## src/rtl/branch_cmp_pipe.sv

```systemverilog
// Two-stage branch comparator: S1 captures the request, S2 holds the resolved outcome.
// Optional statistics counters are enabled by defining BRANCH_CMP_PIPE_STATS_EN.
module branch_cmp_pipe #(
  parameter int WIDTH = 32,
  parameter int CNT_W = 16
) (
  input  logic             clk,
  input  logic             rst_n,
  input  logic             flush,
  input  logic             in_valid,
  output logic             in_ready,
  input  logic [2:0]       in_op,
  input  logic [WIDTH-1:0] in_a,
  input  logic [WIDTH-1:0] in_b,
  input  logic             in_pred_taken,
  output logic             out_valid,
  input  logic             out_ready,
  output logic             out_taken,
  output logic             out_mispredict,
  input  logic             stat_clr,
  output logic [CNT_W-1:0] stat_branches,
  output logic [CNT_W-1:0] stat_mispredicts
);

  typedef enum logic [2:0] {
    F3_BEQ  = 3'b000,
    F3_BNE  = 3'b001,
    F3_BLT  = 3'b100,
    F3_BGE  = 3'b101,
    F3_BLTU = 3'b110,
    F3_BGEU = 3'b111
  } branch_funct3_t;

  // Handshake rule for both ports: a transfer happens on a rising edge where
  // valid && ready; valid never depends on ready, ready may depend on out_ready.
  logic             s1_valid;
  logic [2:0]       s1_op;
  logic [WIDTH-1:0] s1_a;
  logic [WIDTH-1:0] s1_b;
  logic             s1_pred;
  logic             s1_taken;

  logic             s2_valid;
  logic             s2_taken;
  logic             s2_mispredict;

  logic             s2_adv;
  logic             s1_adv;
  logic             accept;

  assign s2_adv    = !s2_valid || out_ready;
  assign s1_adv    = !s1_valid || s2_adv;
  assign in_ready  = !flush && s1_adv;
  assign accept    = in_valid && in_ready;
  assign out_valid = s2_valid && !flush;

  always_comb begin
    s1_taken = 1'b0;
    case (s1_op)
      F3_BEQ:  s1_taken = (s1_a == s1_b);
      F3_BNE:  s1_taken = (s1_a != s1_b);
      F3_BLT:  s1_taken = ($signed(s1_a) <  $signed(s1_b));
      F3_BGE:  s1_taken = ($signed(s1_a) >= $signed(s1_b));
      F3_BLTU: s1_taken = (s1_a <  s1_b);
      F3_BGEU: s1_taken = (s1_a >= s1_b);
      default: s1_taken = 1'b0;
    endcase
  end

  always_ff @(posedge clk or negedge rst_n) begin
    if (!rst_n) begin
      s1_valid <= 1'b0;
      s2_valid <= 1'b0;
    end else if (flush) begin
      s1_valid <= 1'b0;
      s2_valid <= 1'b0;
    end else begin
      if (s2_adv) s2_valid <= s1_valid;
      if (s1_adv) s1_valid <= accept;
    end
  end

  // Payload flops only load on a real transfer, so S2 holds steady under stall.
  always_ff @(posedge clk) begin
    if (accept) begin
      s1_op   <= in_op;
      s1_a    <= in_a;
      s1_b    <= in_b;
      s1_pred <= in_pred_taken;
    end
    if (s2_adv && s1_valid) begin
      s2_taken      <= s1_taken;
      s2_mispredict <= s1_taken ^ s1_pred;
    end
  end

  assign out_taken      = s2_taken;
  assign out_mispredict = s2_mispredict;

`ifdef BRANCH_CMP_PIPE_STATS_EN
  logic             out_hs;
  logic [CNT_W-1:0] cnt_br;
  logic [CNT_W-1:0] cnt_mp;

  assign out_hs = out_valid && out_ready;

  // Saturating counters; a clear in the same cycle as a handshake wins.
  always_ff @(posedge clk or negedge rst_n) begin
    if (!rst_n) begin
      cnt_br <= '0;
      cnt_mp <= '0;
    end else if (stat_clr) begin
      cnt_br <= '0;
      cnt_mp <= '0;
    end else if (out_hs) begin
      if (cnt_br != '1) cnt_br <= cnt_br + 1'b1;
      if (s2_mispredict && (cnt_mp != '1)) cnt_mp <= cnt_mp + 1'b1;
    end
  end

  assign stat_branches    = cnt_br;
  assign stat_mispredicts = cnt_mp;
`else
  logic unused_stat_clr;

  assign unused_stat_clr  = stat_clr;
  assign stat_branches    = '0;
  assign stat_mispredicts = '0;
`endif

endmodule
```

## config.mk

```make
export PLATFORM = sky130hd
export DESIGN_NAME = branch_cmp_pipe
export DESIGN_NICKNAME = d
export VERILOG_FILES = /design/src/rtl/branch_cmp_pipe.sv
export SDC_FILE = /design/constraint.sdc
export NUM_CORES = 1
export LEC_CHECK = 0
export CAP_MARGIN = 20
export CELL_PAD_IN_SITES_DETAIL_PLACEMENT = 0
export CELL_PAD_IN_SITES_GLOBAL_PLACEMENT = 2
export CORE_MARGIN = 1
export CORE_UTILIZATION = 29
export CTS_BUF_LIST = sky130_fd_sc_hd__clkbuf_8
export CTS_CLUSTER_DIAMETER = 60
export DETAILED_ROUTE_END_ITERATION = 8
export GPL_TIMING_DRIVEN = 0
export HOLD_SLACK_MARGIN = 0.06
export PLACE_DENSITY = 0.75
export SLEW_MARGIN = 20
export SYNTH_ARGS = -nofsm -noshare
export SYNTH_HDL_FRONTEND = slang
export SYNTH_SLANG_ARGS = --single-unit
```

## constraint.sdc

```tcl
create_clock -name clk -period 4.7 [get_ports clk]
set_input_delay 0.705 -clock clk [delete_from_list [all_inputs] [get_ports clk]]
set_output_delay 0.705 -clock clk [all_outputs]
set_load 0.02 [all_outputs]
```

# After elaboration in Yosys (flattened, before gate mapping)
# Index checks and enable logic that the tools add are counted.
[classes]
n_lt_le_gt_ge = 4
n_eq_ne = 7
n_mux = 5
bitwise_logic = 1
reduce_logical = 12
[op_table]
columns = ["cell", "count"]
rows = [
  ["32-bit greater-or-equal comparator", 2],
  ["32-bit < comparator", 2],
  ["32-bit equality test", 1],
  ["32-bit inequality test", 1],
  ["3-bit equality test, second input constant", 4],
  ["1-bit one-hot mux with 6 select lines", 1],
  ["1-bit logical AND", 4],
  ["1-bit two-way mux", 4],
  ["2-bit nonzero test", 2],
  ["3-bit by 1-bit equality test with 1-bit output, second input constant", 1],
  ["1-bit logical NOT", 3],
  ["3-bit logical NOT", 1],
  ["1-bit logical OR", 2],
  ["1-bit XOR", 1],
]
[totals]
ff_bits = 72
inputBits = 74
output_inout_bits = 36
word_cells = 37

# Depth between registers and ports, before layout
# Gate-level depths: netlist of run 1.
[logic_depth]
word_depth = 7
depth_mapped = 9
ltp_nobuf = 9

# Worst setup path before layout of run 1
# OpenSTA, ideal clock, no wires.
[synth_timing]
path_kind = "in2reg"
startpoint = "input port out_ready"
endpoint = "register s1_a[0], enable pin"
setup_ns = 0.433
arrival_time_ns = 2.853
required_ns = 4.267
slack_ns = 1.414
cell_stages = 3
n_path_buf = 0
cell_sequence = "nor2b_1 a21oi_1 and2_1"
[synth_between]
elab_chain_len = 4
[synth_rtl]
columns = ["element", "line_no", "rtl"]
rows = [
  ["from (decl)", "17", "input logic out_ready,"],
  ["1-bit logical OR", "51", "assign s2_adv = !s2_valid || out_ready;"],
  ["1-bit logical OR", "52", "assign s1_adv = !s1_valid || s2_adv;"],
  ["1-bit logical AND", "53", "assign in_ready = !flush && s1_adv;"],
  ["via in_ready", "11", "output logic in_ready,"],
  ["1-bit logical AND", "54", "assign accept = in_valid && in_ready;"],
  ["via accept", "49", "logic accept;"],
  ["to (signal assigned)", "87", "s1_a <= in_a;"],
  ["to (decl)", "38", "logic [WIDTH-1:0] s1_a;"],
]
# The timed path passes the listed nets, and every way through them passes these cells.
# A chain may end at the register's enable or synchronous reset.

# Worst setup path in the final report of run 1
[layout_timing]
startpoint = "input port out_ready"
endpoint = "output port in_ready"
[layout_between]
elab_chain_len = 3
[layout_rtl]
columns = ["element", "line_no"]
rows = [
  ["1-bit logical OR", "51"],
  ["1-bit logical OR", "52"],
  ["1-bit logical AND", "53"],
  ["to (decl)", "11"],
]
# Every way passes these cells.

==> flow_metrics.env, run 1 <==
export IMPL_path_max_fanout=4
export IMPL_finalWirelength_um=5590
export IMPL_die_h_um=111
export IMPL_crit_path_end_kind="output pin"
export IMPL_final_setup_tns_ps=0
export IMPL_cts_resized=0
export IMPL_hp_class="in2async"
export IMPL_initial_utilization_pct=30.0
export IMPL_vias_per_cell=3.91
export IMPL_post_cts_setup_buffers=0
export IMPL_synth_top_area_share_pct=61.1
export IMPL_htreeDepth=3
export IMPL_critPathMaxStageDelay_ps=640
export IMPL_antenna_found_initial=0
export IMPL_fin_crit_ps=2760
export IMPL_tritoncts="built"
export IMPL_setup_viol=0
export IMPL_rsz0062_at_grt="false"
export IMPL_grt_usage_pct=9.57
export IMPL_drt_iter0_markers=48
export IMPL_die_w_um=111
export IMPL_grt_pass1_wl_um=8940
export IMPL_hold_viol=0
export IMPL_drive_gt1_share_pct=14.5
export IMPL_dp_hpwl_um=4320
export IMPL_drv_slew=0
export IMPL_num_vias=2016
export IMPL_ir_drop_uv=144
export IMPL_ys_warn_count=0
export IMPL_timing_final_crit_share_pct=58.7
export IMPL_yosys_top_cells_area="edfxtp_1 61%, ha_1 12%, buf_4 7.0%, inv_1 3.9%, a21oi_1 2.5%"
export IMPL_place_gp_congestion=0.668
export IMPL_yosysUniqueCellTypes=38
export IMPL_clock_fmax_ghz=0.362
export IMPL_die_area_um2=12300
export IMPL_io_buffer_count=76
export IMPL_drv_cap=0
export IMPL_synth_seq_cells=72
export IMPL_clk_pin_slew_worst_paths_ps=70
export IMPL_critical_path_slowest_cell="clkdlybuf4s50_1"
export IMPL_layout_commonest_cell="clkdlybuf4s50_1"
export IMPL_area_growth_pct=35.6
export IMPL_final_util_pct=40.6
export IMPL_yosys_most_used_dff="edfxtp_1"
export IMPL_pin_count=110
export IMPL_fin_nets=476
export IMPL_grt_start_max_net_pins=45
export IMPL_startpoint_type="primary input"
export IMPL_cp_cell_sequence="clkdlybuf4s50_1 > nor2b_1 > a21oi_1 > clkdlybuf4s50_1"
export IMPL_cts_buffers=9
export IMPL_post_drt_wl_per_cell_um=10.8
export IMPL_cts_max_path_buffers=2
export IMPL_syn_area_per_cell_um2=13.7
export IMPL_ctsHoldBuffers=0
export IMPL_skew_ps=5.17
export IMPL_clock_latency_ps=330
export IMPL_detail_route_antenna_nets=0
export IMPL_core_um2=11500
export IMPL_crit_buf_inv=2
export IMPL_worstPathArrival_ps=2050
export IMPL_outcome="finished clean"
export IMPL_overflow=0
export IMPL_pwr_density_cell_nw_per_um2=283
export IMPL_netlist_instances=251
export IMPL_final_cell_mix="76 x clkdlybuf4s50_1, 70 x edfxtp_1, 39 x inv_1"
export IMPL_clock_sinks=72
export IMPL_drc=0
export IMPL_synth_top_area_cell="edfxtp_1"
export IMPL_cpMostUsedCell="clkdlybuf4s50_1"
export IMPL_antennaDiodeCount=0
export IMPL_first_pass_iters=4
export IMPL_grt_pass1_vias=2023
export IMPL_synth_edf_count=70
export IMPL_p_leak_nw=1.97
export IMPL_worst_setup_path_type="in2out"
export IMPL_row_count=39
export IMPL_synth_area_um2=3440
export IMPL_path_delay_family="buffers and inverters"
export IMPL_async_reset_ff_share_pct=2.78
export IMPL_finalPower_mw=1.32
export IMPL_ys_seq_area_share_pct=62.6
export IMPL_cp_required_ps=3990
export IMPL_clockRootBuffer="clkbuf_8"
## per-layer routing
layer | vias to the layer above | wire, µm | track usage (%)
met5 | - | 0 | 0
met4 | 0 | 89 | 4.53
met3 | 9 | 386 | 3.50
met2 | 72 | 2650 | 16.3
met1 | 865 | 2460 | 10.6
li1 | 1070 | - | -
## sequential cells by signal, indices dropped and copies added, names as in the netlist
signal,count
s1_valid,1
s1_pred,1
s1_b,32
s1_op,3
s2_valid,1
out_mispredict,1
s1_a,32
out_taken,1
## synth_stat cells (2+ instances only)
master and n:
a21oi_1 17, buf_4 32, dfrtp_1 2, edfxtp_1 70, ha_1 32, inv_1 36
nand2_1 12, nand3_1 2, nand4_1 5, nor2_1 6, nor2b_1 3, nor3_1 3
o211ai_1 2, o21a_1 3, o21ai_0 3
## path summary, 6_finish.rpt
| kind | from | end | slack, ps | cells past startpoint |
|---|---|---|---|---|
| hold / removal | rst_n | s2_valid$_DFFE_PN0P_ | 530 | 1 |
| min in group clk | s1_valid$_DFFE_PN0P_ | s2_valid$_DFFE_PN0P_ | 560 | 2 |
| hold reg to reg | s1_valid$_DFFE_PN0P_ | s2_valid$_DFFE_PN0P_ | 560 | 2 |
| max in group asynchronous | rst_n | s1_valid$_DFFE_PN0P_ | 4040 | 1 |
| setup reg to reg | s1_a[7]$_DFFE_PP_ | out_mispredict$_DFFE_PP_ | 2200 | 8 |
| setup / recovery | out_ready | in_ready | 1940 | 4 |
## layout make-up
class,count,area (µm²)
Buffer,32,240
Clock buffer,9,124
Clock inverter,5,20.0
Fill cell,1091,6810
Inverter,36,135
Multi-Input combinational cell,142,1030
Sequential cell,72,2150
Tap cell,143,179
Timing Repair Buffer,77,781
## cell families (layout without fill, tap and decap cells)
group / count (synthesis) / after routing / share of synthesized area (%)
simple gates: 42 / 42 / 7.57
flops: 72 / 72 / 62.6
fa+ha+maj: 32 / 32 / 11.6
compound gates: 35 / 35 / 6.91
buf+inv: 68 / 159 / 10.9
xor+xnor: 1 / 1 / 0.255
other cells: 1 / 32 / 0.109
## through the flow
stage / instances / cell area (µm²) / hold WS, ps / worst slack, ps
after floorplan: 282 / 3550 / 409 / 1410
after global placement: 501 / 4490 / 528 / 585
after detailed placement: 502 / 4520 / 547 / 1930
after CTS: 516 / 4660 / 508 / 1930
after global routing: 516 / 4660 / 507 / 1870
final: 516 / 4660 / 533 / 1940
## where the power goes
part,leakage [nW],switching [mW],internal [mW]
Combinational,1.20,0.0837,0.103
Sequential,0.683,0.00829,0.737
Clock,0.0862,0.208,0.177
## worst register-to-register path: cells and delay by family, from the launching register on
family	cells	cell delay [ps]
simple gates	3	850
fa+ha+maj	1	330
flops	1	390
compound gates	4	680
Power figures use the tool's default switching activity.
==> run 2, diff against run 1 <==
==> constraint.sdc (replaced) <==
create_clock -name clk -period 2.8 [get_ports clk]
set_input_delay 0.42 -clock clk [delete_from_list [all_inputs] [get_ports clk]]
set_output_delay 0.42 -clock clk [all_outputs]
set_load 0.02 [all_outputs]
==> run 2 against run 1 <==
- combinational power rose by 68%
- via count is 2.8% higher
- sequential power rose by 68%
- die area unchanged
- non-clock buffer count is the same
- critical path depth increased by 4
- register-to-register slack worse by 1900 ps
- clock skew up 2.6 ps
- global-route usage hardly changed
- sequential share of layout area fell by 0.11 points
==> flow_metrics.env, run 2 (synthesized netlist as in run 1, its figures left out) <==
export IMPL_clockRootBuffer="clkbuf_8"
export IMPL_r2r_cells=8
export IMPL_cts_resized=0
export IMPL_path_delay_family="simple AND/OR/NAND/NOR gates"
export IMPL_fillers=1102
export IMPL_finalWirelength_um=5540
export IMPL_clock_fmax_ghz=0.401
export IMPL_initial_utilization_pct=30.0
export IMPL_critical_path_slowest_cell="edfxtp_1"
export IMPL_grt_pass1_wl_um=8940
export IMPL_area_sequential_um2=2150
export IMPL_cp_required_ps=2890
export IMPL_timing_final_crit_share_pct=89.0
export IMPL_skew_ps=7.78
export IMPL_ir_drop_uv=207
export IMPL_cts_buffers=9
export IMPL_reg2reg_slack_ps=310
export IMPL_setup_viol=0
export IMPL_final_area_um2=4670
export IMPL_grt_start_max_net_pins=41
export IMPL_fin_crit_ps=2490
export IMPL_core_um2=11500
export IMPL_cts_max_path_buffers=2
export IMPL_p_leak_nw=1.97
export IMPL_detail_route_antenna_nets=0
export IMPL_startpoint="s1_a[7]$_DFFE_PP_"
export IMPL_drc=0
export IMPL_first_pass_iters=4
export IMPL_drive_gt1_share_pct=15.2
export IMPL_crit_buf_inv=0
export IMPL_overflow=0
export IMPL_dp_hpwl_um=4230
export IMPL_fin_nets=476
export IMPL_htreeDepth=3
export IMPL_grt_pass1_vias=2021
export IMPL_area_growth_pct=35.9
export IMPL_vias_per_cell=4.00
export IMPL_path_max_fanout=3
export IMPL_antenna_found_initial=0
export IMPL_worstPathArrival_ps=2580
export IMPL_multi_input_comb_area_um2=1030
export IMPL_die_area_um2=12300
export IMPL_hp_class="in2async"
export IMPL_hold_viol=0
export IMPL_largestRegisters="s1_a x32, s1_b x32, s1_op x3"
export IMPL_io_buffer_count=76
export IMPL_crit_path_end_kind="register"
export IMPL_layout_commonest_cell="clkdlybuf4s50_1"
export IMPL_final_cell_mix="76 x clkdlybuf4s50_1, 70 x edfxtp_1, 38 x inv_1"
export IMPL_cp_cell_sequence="ha_1 > a21oi_1 > o21ai_0 > o311a_1 > or3_4 > nor4b_2 > or3_1 > o211ai_2"
export IMPL_clock_sinks=72
export IMPL_startpoint_type="register"
export IMPL_post_cts_setup_buffers=0
export IMPL_tritoncts="built"
export IMPL_clock_latency_ps=340
export IMPL_regToRegStartpoint="s1_a[7]$_DFFE_PP_"
export IMPL_critPathMaxStageDelay_ps=380
export IMPL_row_count=39
export IMPL_place_gp_congestion=0.682
export IMPL_grt_usage_pct=9.57
export IMPL_post_drt_wl_per_cell_um=10.7
export IMPL_drt_iter0_markers=63
export IMPL_rsz0062_at_grt="false"
export IMPL_antennaDiodeCount=0
export IMPL_pwr_density_cell_nw_per_um2=479
export IMPL_num_vias=2072
export IMPL_worst_setup_path_type="reg2reg"
export IMPL_ctsHoldBuffers=0
export IMPL_reg2reg_to="out_mispredict$_DFFE_PP_"
export IMPL_place_area_um2=4520
export IMPL_final_setup_tns_ps=0
export IMPL_die_w_um=111
export IMPL_pin_count=110
export IMPL_drv_cap=0
export IMPL_outcome="finished clean"
export IMPL_die_h_um=111
export IMPL_clk_pin_slew_worst_paths_ps=70
export IMPL_drv_slew=0
## run 2: cell types whose count changed in the layout (fill, tap and decap cells not counted), sizes merged
cell    change
clkinv      +3
inv         -1
## run 2: power by group
group | switching [mW] | leakage [nW] | internal [mW] | total (mW)
clock | 0.370 | 0.0926 | 0.306 | 0.676
combinational | 0.140 | 1.20 | 0.172 | 0.313
sequential | 0.0140 | 0.683 | 1.24 | 1.25
total | 0.524 | 1.97 | 1.71 | 2.24
## run 2: worst max path at each step
stage	endpoint	cells after the start
3_3_place_gp	s1_b[8]$_DFFE_PP_	4
6_report	out_mispredict$_DFFE_PP_	8
5_1_grt	out_mispredict$_DFFE_PP_	8
3_5_place_dp	out_mispredict$_DFFE_PP_	8
4_1_cts	out_mispredict$_DFFE_PP_	8
2_1_floorplan	s1_a[0]$_DFFE_PP_	3
## run 2: area by class of cell
class / instances / area share [%]
well taps: 143 / 3.83
inverters: 36 / 2.89
clock buffers: 9 / 2.65
clock inverters: 7 / 0.670
multi-input cells: 142 / 22.0
flip-flops and latches: 72 / 46.1
plain buffers: 32 / 5.14
repair buffers: 77 / 16.7
## run 2: layer usage
metal	up-vias	global-route usage, %	wire length, µm
li1	1074	-	-
met1	915	10.5	2410
met2	75	15.7	2600
met3	8	3.83	454
met4	0	5.33	79
met5	-	0	0
## run 2: through the flow
| stage | hold slack, ps | power (mW) | cells | setup slack (ps) | util (%) |
|---|---|---|---|---|---|
| after detailed placement | 554 | 1.59 | 502 | 311 | 39.4 |
| after global placement | 527 | 1.58 | 501 | 19.8 | 39.2 |
| after CTS | 207 | 2.28 | 518 | 305 | 40.7 |
| final | 237 | 2.24 | 518 | 307 | 40.7 |
| after floorplan | 124 | 1.45 | 282 | 498 | - |
| after global routing | 215 | 2.36 | 518 | 203 | 40.7 |
==> run 3, diff against run 2 <==
--- a/config.mk
+++ b/config.mk
@@ -13,7 +13,6 @@
 export CTS_BUF_LIST = sky130_fd_sc_hd__clkbuf_8
 export CTS_CLUSTER_DIAMETER = 60
 export DETAILED_ROUTE_END_ITERATION = 8
-export GPL_TIMING_DRIVEN = 0
 export HOLD_SLACK_MARGIN = 0.06
 export PLACE_DENSITY = 0.75
 export SLEW_MARGIN = 20
==> run 3 against run 2 <==
- clock skew up 3.4 ps
- non-clock buffer count decreased by 32
- total power grew 3.4%
- critical endpoint unchanged
==> flow_metrics.env, run 3 (synthesized netlist as in run 1, its figures left out) <==
export IMPL_outcome="finished clean"
export IMPL_cp_cell_sequence="ha_1 > nand4_1 > o21ai_0 > o311a_1 > or3_4 > o31ai_2 > o21a_1 > o211ai_2"
export IMPL_drv_cap=0
export IMPL_final_setup_tns_ps=0
export IMPL_swShare_pct=23.0
export IMPL_fin_nets=444
export IMPL_overflow=0
export IMPL_place_gp_congestion=0.706
export IMPL_fin_crit_ps=2460
export IMPL_finalWirelength_um=5420
export IMPL_initial_utilization_pct=30.0
export IMPL_p_int_mw=1.78
export IMPL_drv_slew=0
export IMPL_clock_sinks=72
export IMPL_drt_iter0_markers=36
export IMPL_ir_drop_uv=343
export IMPL_timing_final_crit_share_pct=87.7
export IMPL_cp_depth=8
export IMPL_startpoint_type="register"
export IMPL_path_max_fanout=3
export IMPL_rsz0062_at_grt="false"
export IMPL_worstPathArrival_ps=2560
export IMPL_area_growth_pct=29.8
export IMPL_cts_buffers=9
export IMPL_htreeDepth=3
export IMPL_critPathMaxStageDelay_ps=390
export IMPL_tritoncts="built"
export IMPL_die_h_um=111
export IMPL_crit_buf_inv=0
export IMPL_hp_class="in2async"
export IMPL_pwr_density_cell_nw_per_um2=519
export IMPL_die_w_um=111
export IMPL_setup_viol=0
export IMPL_core_um2=11500
export IMPL_p_leak_nw=1.80
export IMPL_drive_gt1_share_pct=7.00
export IMPL_clk_pin_slew_worst_paths_ps=80
export IMPL_p_sw_mw=0.534
export IMPL_dp_slack_ps=349
export IMPL_crit_path_end_kind="register"
export IMPL_dp_hpwl_um=4020
export IMPL_detail_route_antenna_nets=0
export IMPL_vias_per_cell=4.09
export IMPL_grt_pass1_vias=1945
export IMPL_cts_max_path_buffers=2
export IMPL_cts_resized=0
export IMPL_largestRegisters="s1_a x32, s1_b x32, s1_op x3"
export IMPL_p_comb_share_pct=12.0
export IMPL_antennaDiodeCount=0
export IMPL_drc=0
export IMPL_pin_count=110
export IMPL_io_buffer_count=76
export IMPL_final_util_pct=38.9
export IMPL_post_cts_setup_buffers=0
export IMPL_post_drt_wl_per_cell_um=11.2
export IMPL_die_area_um2=12300
export IMPL_num_vias=1986
export IMPL_worst_setup_path_type="reg2reg"
export IMPL_clockRootBuffer="clkbuf_8"
export IMPL_layout_commonest_cell="clkdlybuf4s50_1"
export IMPL_critical_path_slowest_cell="edfxtp_1"
export IMPL_seqPwrFrac_pct=54.0
export IMPL_hold_viol=0
export IMPL_first_pass_iters=4
export IMPL_grt_start_max_net_pins=69
export IMPL_final_cell_mix="76 x clkdlybuf4s50_1, 70 x edfxtp_1, 37 x inv_1, 32 x ha_1, 32 x conb_1"
export IMPL_path_delay_family="compound AO/OA/AOI/OAI gates"
export IMPL_skew_ps=11.2
export IMPL_antenna_found_initial=0
export IMPL_row_count=39
export IMPL_clock_latency_ps=360
export IMPL_setup_ws_ps=345
export IMPL_p_clk_share_pct=34.0
export IMPL_grt_usage_pct=9.75
export IMPL_ctsHoldBuffers=0
export IMPL_grt_pass1_wl_um=8890
export IMPL_clock_fmax_ghz=0.407
export IMPL_r2r_cells=8
export IMPL_cp_required_ps=2910
## run 3: final timing paths
path                                 startpoint                       end  slack, ps
setup / recovery              s1_a[6]$_DFFE_PP_  out_mispredict$_DFFE_PP_        340
setup reg to reg              s1_a[6]$_DFFE_PP_  out_mispredict$_DFFE_PP_        340
hold reg to reg            s1_valid$_DFFE_PN0P_      s2_valid$_DFFE_PN0P_        550
min in group clk           s1_valid$_DFFE_PN0P_      s2_valid$_DFFE_PN0P_        550
hold / removal                            rst_n      s2_valid$_DFFE_PN0P_        210
max in group asynchronous                 rst_n      s1_valid$_DFFE_PN0P_       2470
## run 3: power groups by stage
| stage | sequential [mW] | clock, mW | combinational, mW |
|---|---|---|---|
| floorplan | 1.28 | 0 | 0.174 |
| global placement | 1.27 | 0 | 0.278 |
| detailed placement | 1.28 | 0 | 0.280 |
| CTS | 1.25 | 0.832 | 0.283 |
| global route | 1.26 | 0.874 | 0.308 |
| finish | 1.25 | 0.789 | 0.277 |
## run 3: through the flow
stage	power, mW	std cells	hold slack, ps	area (µm²)
floorplan	1.45	282	124	3560
finish	2.32	486	215	4460
global placement	1.55	470	529	4280
global route	2.44	486	191	4460
CTS	2.37	486	188	4460
detailed placement	1.56	470	536	4280
## run 3: final cells by class
type                    instances  area (µm²)
inverters                      36         135
repair buffers                 77         781
flip-flops and latches         72        2150
clock inverters                 7        62.6
well taps                     143         179
fillers                      1111        7010
multi-input cells             142        1030
clock buffers                   9         124
## run 3: routing by layer
metal	global-route usage (%)	routed length (µm)
met1	10.5	2260
met2	15.2	2570
met3	5.74	467
met4	4.80	128
met5	0	0
